### src/rtl/alu_pkg.sv
// Opcode map, flag bit positions and opcode legality shared by the pipelined ALU.
package alu_pkg;

    localparam int unsigned OP_ADD   = 0;
    localparam int unsigned OP_SUB   = 1;
    localparam int unsigned OP_AND   = 2;
    localparam int unsigned OP_OR    = 3;
    localparam int unsigned OP_XOR   = 4;
    localparam int unsigned OP_SHL   = 5;
    localparam int unsigned OP_SHR   = 6;
    localparam int unsigned OP_ASR   = 7;
    localparam int unsigned OP_ADC   = 8;
    localparam int unsigned OP_SBC   = 9;
    localparam int unsigned OP_PASSB = 10;

    localparam int FLG_Z = 0;
    localparam int FLG_N = 1;
    localparam int FLG_C = 2;
    localparam int FLG_V = 3;

    function automatic logic is_legal_op(input int unsigned op);
        return (op <= OP_PASSB);
    endfunction

endpackage

### src/rtl/alu_core_comb.sv
// Combinational ALU core: one operation on A/B with carry-in, producing result,
// {V,C,N,Z} flags and an illegal-opcode indication.
module alu_core_comb
    import alu_pkg::*;
#(
    parameter int WIDTH = 8,
    parameter int OPW   = 4
) (
    input  logic [OPW-1:0]   op_i,
    input  logic [WIDTH-1:0] a_i,
    input  logic [WIDTH-1:0] b_i,
    input  logic             carry_i,
    output logic [WIDTH-1:0] result_o,
    output logic [3:0]       flags_o,
    output logic             illegal_o
);

    logic [WIDTH:0]   sum;
    logic [WIDTH-1:0] b_eff;
    logic             cin;
    logic             arith;
    logic             c_flag;
    int unsigned      op_u;

    always_comb begin
        op_u      = 32'(op_i);
        arith     = 1'b0;
        b_eff     = b_i;
        cin       = 1'b0;
        c_flag    = 1'b0;
        result_o  = '0;
        illegal_o = !is_legal_op(op_u);

        case (op_u)
            OP_ADD: arith = 1'b1;
            OP_SUB: begin
                arith = 1'b1;
                b_eff = ~b_i;
                cin   = 1'b1;
            end
            OP_ADC: begin
                arith = 1'b1;
                cin   = carry_i;
            end
            OP_SBC: begin
                arith = 1'b1;
                b_eff = ~b_i;
                cin   = carry_i;
            end
            OP_AND: result_o = a_i & b_i;
            OP_OR:  result_o = a_i | b_i;
            OP_XOR: result_o = a_i ^ b_i;
            OP_SHL: begin
                result_o = {a_i[WIDTH-2:0], 1'b0};
                c_flag   = a_i[WIDTH-1];
            end
            OP_SHR: begin
                result_o = {1'b0, a_i[WIDTH-1:1]};
                c_flag   = a_i[0];
            end
            OP_ASR: begin
                result_o = {a_i[WIDTH-1], a_i[WIDTH-1:1]};
                c_flag   = a_i[0];
            end
            OP_PASSB: result_o = b_i;
            default: ;
        endcase

        // Subtraction is folded into the adder as A + ~B + cin, so C=1 means no borrow.
        sum = {1'b0, a_i} + {1'b0, b_eff} + {{WIDTH{1'b0}}, cin};
        if (arith) begin
            result_o = sum[WIDTH-1:0];
            c_flag   = sum[WIDTH];
        end

        flags_o = '0;
        if (!illegal_o) begin
            flags_o[FLG_Z] = (result_o == '0);
            flags_o[FLG_N] = result_o[WIDTH-1];
            flags_o[FLG_C] = c_flag;
            flags_o[FLG_V] = arith & (a_i[WIDTH-1] == b_eff[WIDTH-1])
                                   & (result_o[WIDTH-1] != a_i[WIDTH-1]);
        end
    end

endmodule

### src/rtl/alu_pipe_param.sv
// Two-stage valid/ready ALU pipeline: S1 holds the accepted operation, S2 holds the
// computed result and flags; accumulator and carry advance with each legal S2 load.
module alu_pipe_param
    import alu_pkg::*;
#(
    parameter int WIDTH = 8,
    parameter int OPW   = 4
) (
    input  logic             clk,
    input  logic             rst_n,
    input  logic             in_valid,
    output logic             in_ready,
    input  logic [OPW-1:0]   in_op,
    input  logic [WIDTH-1:0] in_a,
    input  logic [WIDTH-1:0] in_b,
    input  logic             in_use_acc,
    output logic             out_valid,
    input  logic             out_ready,
    output logic [WIDTH-1:0] out_result,
    output logic [3:0]       out_flags,
    output logic             out_illegal,
    output logic [WIDTH-1:0] acc_value
);

    logic             s1_valid_q, s1_valid_d;
    logic [OPW-1:0]   s1_op_q;
    logic [WIDTH-1:0] s1_a_q;
    logic [WIDTH-1:0] s1_b_q;
    logic             s1_use_acc_q;

    logic             s2_valid_q, s2_valid_d;
    logic [WIDTH-1:0] s2_result_q;
    logic [3:0]       s2_flags_q;
    logic             s2_illegal_q;

    logic [WIDTH-1:0] acc_q;
    logic             carry_q;

    logic             s1_accept;
    logic             s2_load;
    logic [WIDTH-1:0] core_a;
    logic [WIDTH-1:0] core_result;
    logic [3:0]       core_flags;
    logic             core_illegal;

    assign s2_load   = s1_valid_q & (~s2_valid_q | out_ready);
    assign in_ready  = ~s1_valid_q | s2_load;
    assign s1_accept = in_valid & in_ready;
    // acc_q is written on the same edge the previous op leaves S1, so chaining needs no forwarding.
    assign core_a    = s1_use_acc_q ? acc_q : s1_a_q;

    alu_core_comb #(
        .WIDTH (WIDTH),
        .OPW   (OPW)
    ) u_core (
        .op_i      (s1_op_q),
        .a_i       (core_a),
        .b_i       (s1_b_q),
        .carry_i   (carry_q),
        .result_o  (core_result),
        .flags_o   (core_flags),
        .illegal_o (core_illegal)
    );

    always_comb begin
        s1_valid_d = s1_valid_q;
        if (s1_accept) begin
            s1_valid_d = 1'b1;
        end else if (s2_load) begin
            s1_valid_d = 1'b0;
        end

        s2_valid_d = s2_valid_q;
        if (s2_load) begin
            s2_valid_d = 1'b1;
        end else if (out_ready) begin
            s2_valid_d = 1'b0;
        end
    end

    // S1 operand capture
    always_ff @(posedge clk) begin
        if (s1_accept) begin
            s1_op_q      <= in_op;
            s1_a_q       <= in_a;
            s1_b_q       <= in_b;
            s1_use_acc_q <= in_use_acc;
        end
    end

    // S1 -> S2 transfer, accumulator and carry
    always_ff @(posedge clk or negedge rst_n) begin
        if (!rst_n) begin
            s1_valid_q   <= 1'b0;
            s2_valid_q   <= 1'b0;
            s2_result_q  <= '0;
            s2_flags_q   <= '0;
            s2_illegal_q <= 1'b0;
            acc_q        <= '0;
            carry_q      <= 1'b0;
        end else begin
            s1_valid_q <= s1_valid_d;
            s2_valid_q <= s2_valid_d;
            if (s2_load) begin
                s2_result_q  <= core_result;
                s2_flags_q   <= core_flags;
                s2_illegal_q <= core_illegal;
                if (!core_illegal) begin
                    acc_q   <= core_result;
                    carry_q <= core_flags[FLG_C];
                end
            end
        end
    end

    assign out_valid   = s2_valid_q;
    assign out_result  = s2_result_q;
    assign out_flags   = s2_flags_q;
    assign out_illegal = s2_illegal_q;
    assign acc_value   = acc_q;

endmodule

### config.mk
export PLATFORM = sky130hd
export DESIGN_NAME = alu_pipe_param
export DESIGN_NICKNAME = d
export VERILOG_FILES = /design/src/rtl/alu_pkg.sv /design/src/rtl/alu_core_comb.sv /design/src/rtl/alu_pipe_param.sv
export SDC_FILE = /design/constraint.sdc
export NUM_CORES = 1
export LEC_CHECK = 0
export CORE_MARGIN = 2
export CORE_UTILIZATION = 30
export CTS_BUF_LIST = sky130_fd_sc_hd__clkbuf_4 sky130_fd_sc_hd__clkbuf_8
export CTS_CLUSTER_DIAMETER = 60
export CTS_CLUSTER_SIZE = 20
export DETAILED_ROUTE_END_ITERATION = 8
export SLEW_MARGIN = 10
export SYNTH_ARGS = -nofsm -noshare
export SYNTH_HDL_FRONTEND = slang
export SYNTH_SLANG_ARGS = --single-unit
export TNS_END_PERCENT = 5
### constraint.sdc
create_clock -name clk -period 3.4 [get_ports clk]
set_input_delay 0.68 -clock clk [delete_from_list [all_inputs] [get_ports clk]]
set_output_delay 0.68 -clock clk [all_outputs]
set_load 0.1 [all_outputs]
# Word level (Yosys, flattened, before mapping)
# Cells that the tools add are included.
dict set report word_totals {
  out_inout_bits 23
  mem_bits_rw 0
  latch_bits 0
  ff_bits 45
  mem_bits_ro 0
  memories 0
}
dict set report classes {
  reduce_logical 10
  div_mod_pow 0
  shift 0
  n_lt_le_gt_ge 1
  multipliers 0
  add_sub_neg 2
  bitwise_logic 12
  n_eq_ne 12
  n_mux 13
}
# cell count
set ops {}
lappend ops {{8-bit case mux with 7 select lines} 1}
lappend ops {{8-bit two-way mux} 3}
lappend ops {{4-bit by 3-bit equality test with 1-bit output, second input constant} 4}
lappend ops {{4-bit equality test, second input constant} 3}
lappend ops {{8-bit by 8-bit adder with 9-bit output} 1}
lappend ops {{9-bit by 1-bit adder with 9-bit output} 1}
lappend ops {{8-bit AND} 1}
lappend ops {{4-bit by 2-bit equality test with 1-bit output, second input constant} 2}
lappend ops {{8-bit logical NOT} 1}
lappend ops {{8-bit NOT} 1}
lappend ops {{8-bit OR} 1}
lappend ops {{8-bit bitwise XOR} 1}
lappend ops {{1-bit two-way mux} 6}
lappend ops {{2-bit OR reduction} 3}
lappend ops {{1-bit AND} 4}
lappend ops {{4-bit by 1-bit equality test with 1-bit output, second input constant} 1}
lappend ops {{4-bit <= comparator, second input constant} 1}
lappend ops {{4-bit logical NOT} 1}
lappend ops {{4-bit two-way mux} 1}
lappend ops {{1-bit case mux with 2 select lines} 2}
lappend ops {{2-bit nonzero test} 2}
lappend ops {{4-bit OR reduction} 1}
lappend ops {{1-bit NOT} 2}
lappend ops {{1-bit OR} 2}
lappend ops {{4 further kinds} 4}

# Longest topological paths before layout
# Gate-level depths: netlist of run 1.
dict set report depth {
  ltp_word 9
  depth_mapped 13
  mapped_depth_nobuf 12
}

# By module
# Synthesis of run 1 repeated with hierarchy kept, for this count alone.
dict set report unflattened {
  cells_unflattened 267
  area_unflattened_um2 3100.5
}
# module cells_per_inst seq_area_each_um2 area_each_um2 instances
set modules_own_cells {}
lappend modules_own_cells {alu_pipe_param 86 1231.2 1751.7 1}
lappend modules_own_cells {alu_core_comb 181 0.0 1348.8 1}

# Worst setup path after synthesis of run 1
# Ideal clock, no wire load.
dict set report synth_path {
  path_type {register to register}
  from {register s1_op_q[1]}
  to {register s2_flags_q[2], in the netlist out_flags[2]}
  slack_ns -0.079
  synth_period_minus_slack_ns 3.479
  arrival_ns 3.359
  stages_incl_launch_ff 14
  path_cell_list {edfxtp_1 -> or2_1 -> clkbuf_1 -> nor2_1 -> xnor2_1 -> fa_1 -> fa_1 -> a21oi_1 -> o21ai_0 -> a21o_1 -> a21o_1 -> a31oi_1 -> nor2_1 -> a21o_1}
}
dict set report synth_between {
  elab_chain_len 7
  elab_cells_between_ends 20
}
# element line_no
set synth_rtl {}
lappend synth_rtl {{start, declared} alu_pipe_param.sv:26} ;# logic [OPW-1:0] s1_op_q;
lappend synth_rtl {{start signal, assigned} alu_pipe_param.sv:84} ;# s1_op_q <= in_op;
lappend synth_rtl {{4-bit by 1-bit equality test with 1-bit output / 4-bit equality test (equally long branches)} alu_core_comb.sv:34} ;# case (op_u)
lappend synth_rtl {{2-bit OR reduction (no source line)} --}
lappend synth_rtl {{8-bit two-way mux} --}
lappend synth_rtl {{8-bit by 8-bit adder with 9-bit output} alu_core_comb.sv:70} ;# sum = {1'b0, a_i} + {1'b0, b_eff} + {{WIDTH{1'b0}}, cin};
lappend synth_rtl {{9-bit by 1-bit adder with 9-bit output} alu_core_comb.sv:70}
lappend synth_rtl {{1-bit two-way mux} alu_core_comb.sv:71} ;# if (arith) begin
lappend synth_rtl {{4-bit two-way mux (*)} alu_core_comb.sv:77} ;# if (!illegal_o) begin
lappend synth_rtl {{end signal, assigned} alu_pipe_param.sv:106} ;# s2_flags_q <= core_flags;
lappend synth_rtl {{end, declared} alu_pipe_param.sv:33} ;# logic [3:0] s2_flags_q;
# Mark *: on every way between the ends. The rest lies on a longest branch, timed or not.
# A chain may end at the register's enable or synchronous reset.

# Worst setup path in the final report of run 1
dict set report layout_path {
  from {register s1_use_acc_q}
  to {register s2_flags_q[2], in the netlist out_flags[2]}
}
dict set report layout_between {
  elab_chain_len 5
  elab_cells_between_ends 6
}
# element line_no
set layout_rtl {}
lappend layout_rtl {{start, declared} alu_pipe_param.sv:29} ;# logic s1_use_acc_q;
lappend layout_rtl {{start signal, assigned} alu_pipe_param.sv:87} ;# s1_use_acc_q <= in_use_acc;
lappend layout_rtl {{8-bit two-way mux (*)} alu_pipe_param.sv:50} ;# assign core_a = s1_use_acc_q ? acc_q : s1_a_q;
lappend layout_rtl {{8-bit by 8-bit adder with 9-bit output} alu_core_comb.sv:70}
lappend layout_rtl {{9-bit by 1-bit adder with 9-bit output} alu_core_comb.sv:70}
lappend layout_rtl {{1-bit two-way mux (*)} alu_core_comb.sv:71}
lappend layout_rtl {{4-bit two-way mux (*)} alu_core_comb.sv:77}
# Marked as above.

==> impl_metrics.csv, run 1 <==
group,metric,value,unit
status,outcome,"completed",
synth,yosysUniqueCellTypes,58,
floorplan,die_h,101,µm
cells_and_area,finalNonFillerCells,463,
critical_path,cp_top_family,"compound AO/OA/AOI/OAI gates",
cells_and_area,fin_area,0.00357,mm²
detailed_routing,routed_via_density,4.84,
global_route,grt_overflow,0,
sta,worst_slack,0.348,ns
place,io_buffers,47,
critical_path,worstSetupPathDepth,11,
sta,setup_viol,0,
critical_path,path_buf_inv,1,
pwr,p_sw,1000,µW
synth,ys_async_sr_fraction,53.3,%
synth,synth_top_family_by_area,"simple AND/OR/NAND/NOR gates",
cells_and_area,fin_util,38.6,%
cells_and_area,fin_nets,383,
synth,netlist_area,0.00285,mm²
sta,post-route-min-period,3.05,ns
clock_network,htreeDepth,2,
critical_path,rrSetupSlack,0.35,ns
detailed_routing,vias,2243,
floorplan,start_util,30.9,%
floorplan,row_count,35,
cells_and_area,layout_common_cells,"35 x buf_4, 31 x nand2_1, 24 x dfrtp_1, 24 x clkdlybuf4s50_1",
sta,fmax,0.328,GHz
clock_network,clock_sinks,45,
sta,fin_crit_sh,89.8,%
synth,ys_ff_latch,45,
synth,synth_edf_count,21,
pwr,power_density,611,mW/mm²
clock_network,ctsHoldBuffers,0,
critical_path,worstPathCellList,"mux2i_1, inv_1, fa_1, fa_1, a21oi_1, o21ai_0, a21o_1, a21o_1, a31oi_1, nor2_1, a21o_1",
cells_and_area,area_delta_synth_final,25.2,%
synth,synth_area_leaders,"edfxtp_1 22%, dfrtp_1 21%, ha_1 10%, mux2i_1 4.2%, nand2_1 4.1%",
clock_network,post_cts_buffers,0,
critical_path,cp_common_cell,"a21o_1",
pwr,p_clk_share,18.5,%
sta,drv_slew,0,
detailed_routing,drc_errors,0,
synth,synth_ff_type,"dfrtp_1",
synth,syn_avg_cell_area,10.3,µm²
synth,syn-num-nets,328,
clock_network,path_clk_slew,0.09,ns
sta,finClkSkew,0.0103,ns
sta,hold_violations,0,
synth,synthAdderAreaFrac,11.5,%
hold_path,min_to,"out_result[6]$_DFFE_PN0P_",
place,place_area,0.00346,mm²
detailed_routing,first_pass_iters,4,
pwr,peakVddDrop,0.394,mV
critical_path,start_kind,"flip-flop",
sta,setup-tns-final,0,ns
sta,relSlewSlack,62.7,%
place,post-place-cells,455,
sta,tightest_slew,0.557,ns
synth,synth_compound_area_share,15.4,%
place,hpwl,5430,µm
synth,synth_mux_area_share,5.48,%
detailed_routing,ant_nets,0,
critical_path,crit_required,3.59,ns
cells_and_area,layout_commonest_cell,"buf_4",
cells_and_area,diodes,0,
global_route,grt_max_degree,25,
global_route,first_global_vias,2306,
synth,synthCells,278,
clock_network,cts_resized,0,
hold_path,hold_path.class,"flip-flop to flip-flop",
critical_path,worstSetupPathType,"flip-flop to flip-flop",
clock_network,clock_latency,0.30,ns
sta,rsz0062_at_grt,"no",
clock_network,cts-root-buf,"clkbuf_8",
place,place_congestion,0.936,
pwr,internal-power,1180,µW
synth,ys_seq_area_share,43.2,%
global_route,grt_first_pass_wirelength,11800,µm
clock_network,tritoncts,"yes",
synth,synth-xor-area-share,3.69,%
floorplan,core,0.00924,mm²
synth,yosysTopAreaCellShare,22.1,%
clock_network,cts_inserted_buffers,5,
floorplan,die-area,0.0103,mm²
critical_path,rr_worst_depth,11,
pwr,p_seq_share,32.7,%
synth,yosysTopAreaCell,"edfxtp_1",
floorplan,die_x,101,µm
critical_path,crit_path_end_kind,"flip-flop",
place,post-place-ws,0.384,ns
critical_path,timing.rr.start,"s1_use_acc_q$_DFFE_PP_",
synth,synth_simple_gate_area_share,15.7,%
clock_network,cts_buffer_depth,2,
job,maxCapViolCount,0,
pwr,leakage,0.00166,µW
floorplan,ioPinCount,48,
detailed_routing,routedWlPerCell,15.3,µm
hold_path,hold-path-cell-count,2,
detailed_routing,wl,7060,µm
critical_path,slowest_stage,"fa_1",
critical_path,crit_fanout,4,
hold_path,holdCritStartpoint,"out_result[6]$_DFFE_PN0P_",
critical_path,max_stage_delay,0.49,ns
synth,ys_warn_count,0,
cells_and_area,drive_gt1_share,15.3,%
critical_path,timing.rr.end,"out_flags[2]$_DFFE_PN0P_",
detailed_routing,drtIter0Drc,133,
global_route,grt_util_all_layers,14.5,%
global_route,antenna_found_initial,0,
pwr,pwr-share-comb,48.8,%
pwr,power_switching_share,45.9,%
critical_path,crit_arrival,3.24,ns
## sequential cells by signal, indices dropped and copies added (netlist names), 4 cells and up
| signal | count |
|---|---|
| out_flags | 4 |
| s1_b_q | 8 |
| s1_a_q | 8 |
| out_result | 8 |
| s1_op_q | 4 |
| acc_value | 8 |
## how the worst max path moves through the flow
stage / startpoint / endpoint / slack [ns]
after floorplan: s1_op_q[1]$_DFFE_PP_ / out_flags[2]$_DFFE_PN0P_ / 0.12
after global placement: s1_op_q[2]$_DFFE_PP_ / out_flags[2]$_DFFE_PN0P_ / 0.43
after CTS: s1_use_acc_q$_DFFE_PP_ / out_flags[0]$_DFFE_PN0P_ / 0.33
after detailed placement: s1_use_acc_q$_DFFE_PP_ / out_flags[0]$_DFFE_PN0P_ / 0.38
after global routing: s1_use_acc_q$_DFFE_PP_ / carry_q$_DFFE_PN0P_ / 0.05
final: s1_use_acc_q$_DFFE_PP_ / out_flags[2]$_DFFE_PN0P_ / 0.35
## power groups by stage
stage | Sequential [µW] | Combinational, µW | Clock [µW]
final | 712 | 1060 | 404
after global routing | 722 | 1140 | 436
after CTS | 714 | 1070 | 414
after detailed placement | 725 | 1060 | 0
after global placement | 726 | 1060 | 0
after floorplan | 1150 | 375 | 0
## synthesized netlist by cell type, drive strengths merged (2+ instances only)
library cell	instances
or3	2
a21oi	9
or3b	3
nand2b	3
inv	23
a211o	3
mux2i	14
edfxtp	21
a22o	2
clkbuf	3
fa	2
nor3	3
o21ai	5
and2	3
xnor2	11
buf	8
nand3b	3
nand2	31
a21o	10
or2	2
nor4	3
a31oi	2
nand3	5
o31ai	2
o221ai	5
dfrtp	24
nor2	21
o22ai	5
or4bb	2
o21a	4
ha	23
a211oi	4
## area by class of cell
| type | count | area [µm²] |
|---|---|---|
| repair buffers | 59 | 503 |
| multi-input cells | 199 | 1480 |
| clock inverters | 2 | 35.0 |
| well taps | 129 | 161 |
| fillers | 918 | 5670 |
| clock buffers | 6 | 76.3 |
| inverters | 23 | 86.3 |
| flip-flops and latches | 45 | 1230 |
## cells by family after synthesis
logic type / count (synthesis)
xor+xnor: 12
simple gates: 87
flops: 45
mux: 14
buf+inv: 34
compound gates: 61
fa+ha+maj: 25
## metrics by stage
step	hold slack [ns]	power, µW
floorplan	0.384	1520
global placement	0.467	1780
detailed placement	0.464	1790
CTS	0.495	2200
global route	0.514	2300
finish	0.489	2180
## routing by layer
layer	GRT usage (%)	vias to the layer above	part of all wire, %
met5	0	-	0
met4	3.64	0	1.1
met3	2.83	7	4.6
met2	24.1	57	49
met1	19.4	1071	45
li1	-	1108	-
## worst min-delay path, cell delays in order (launching register included)
cell     delay [ns]
dfrtp_1        0.35
nand2_1        0.05
nand2_1        0.05
No activity file was read; power rests on OpenSTA's default activity.
==> run 2: changes to the inputs <==
Settings changed: HOLD_SLACK_MARGIN set to 0.12.
==> results of run 2 <==
No change in the layout: final DEF, timing and power equal those of run 1.
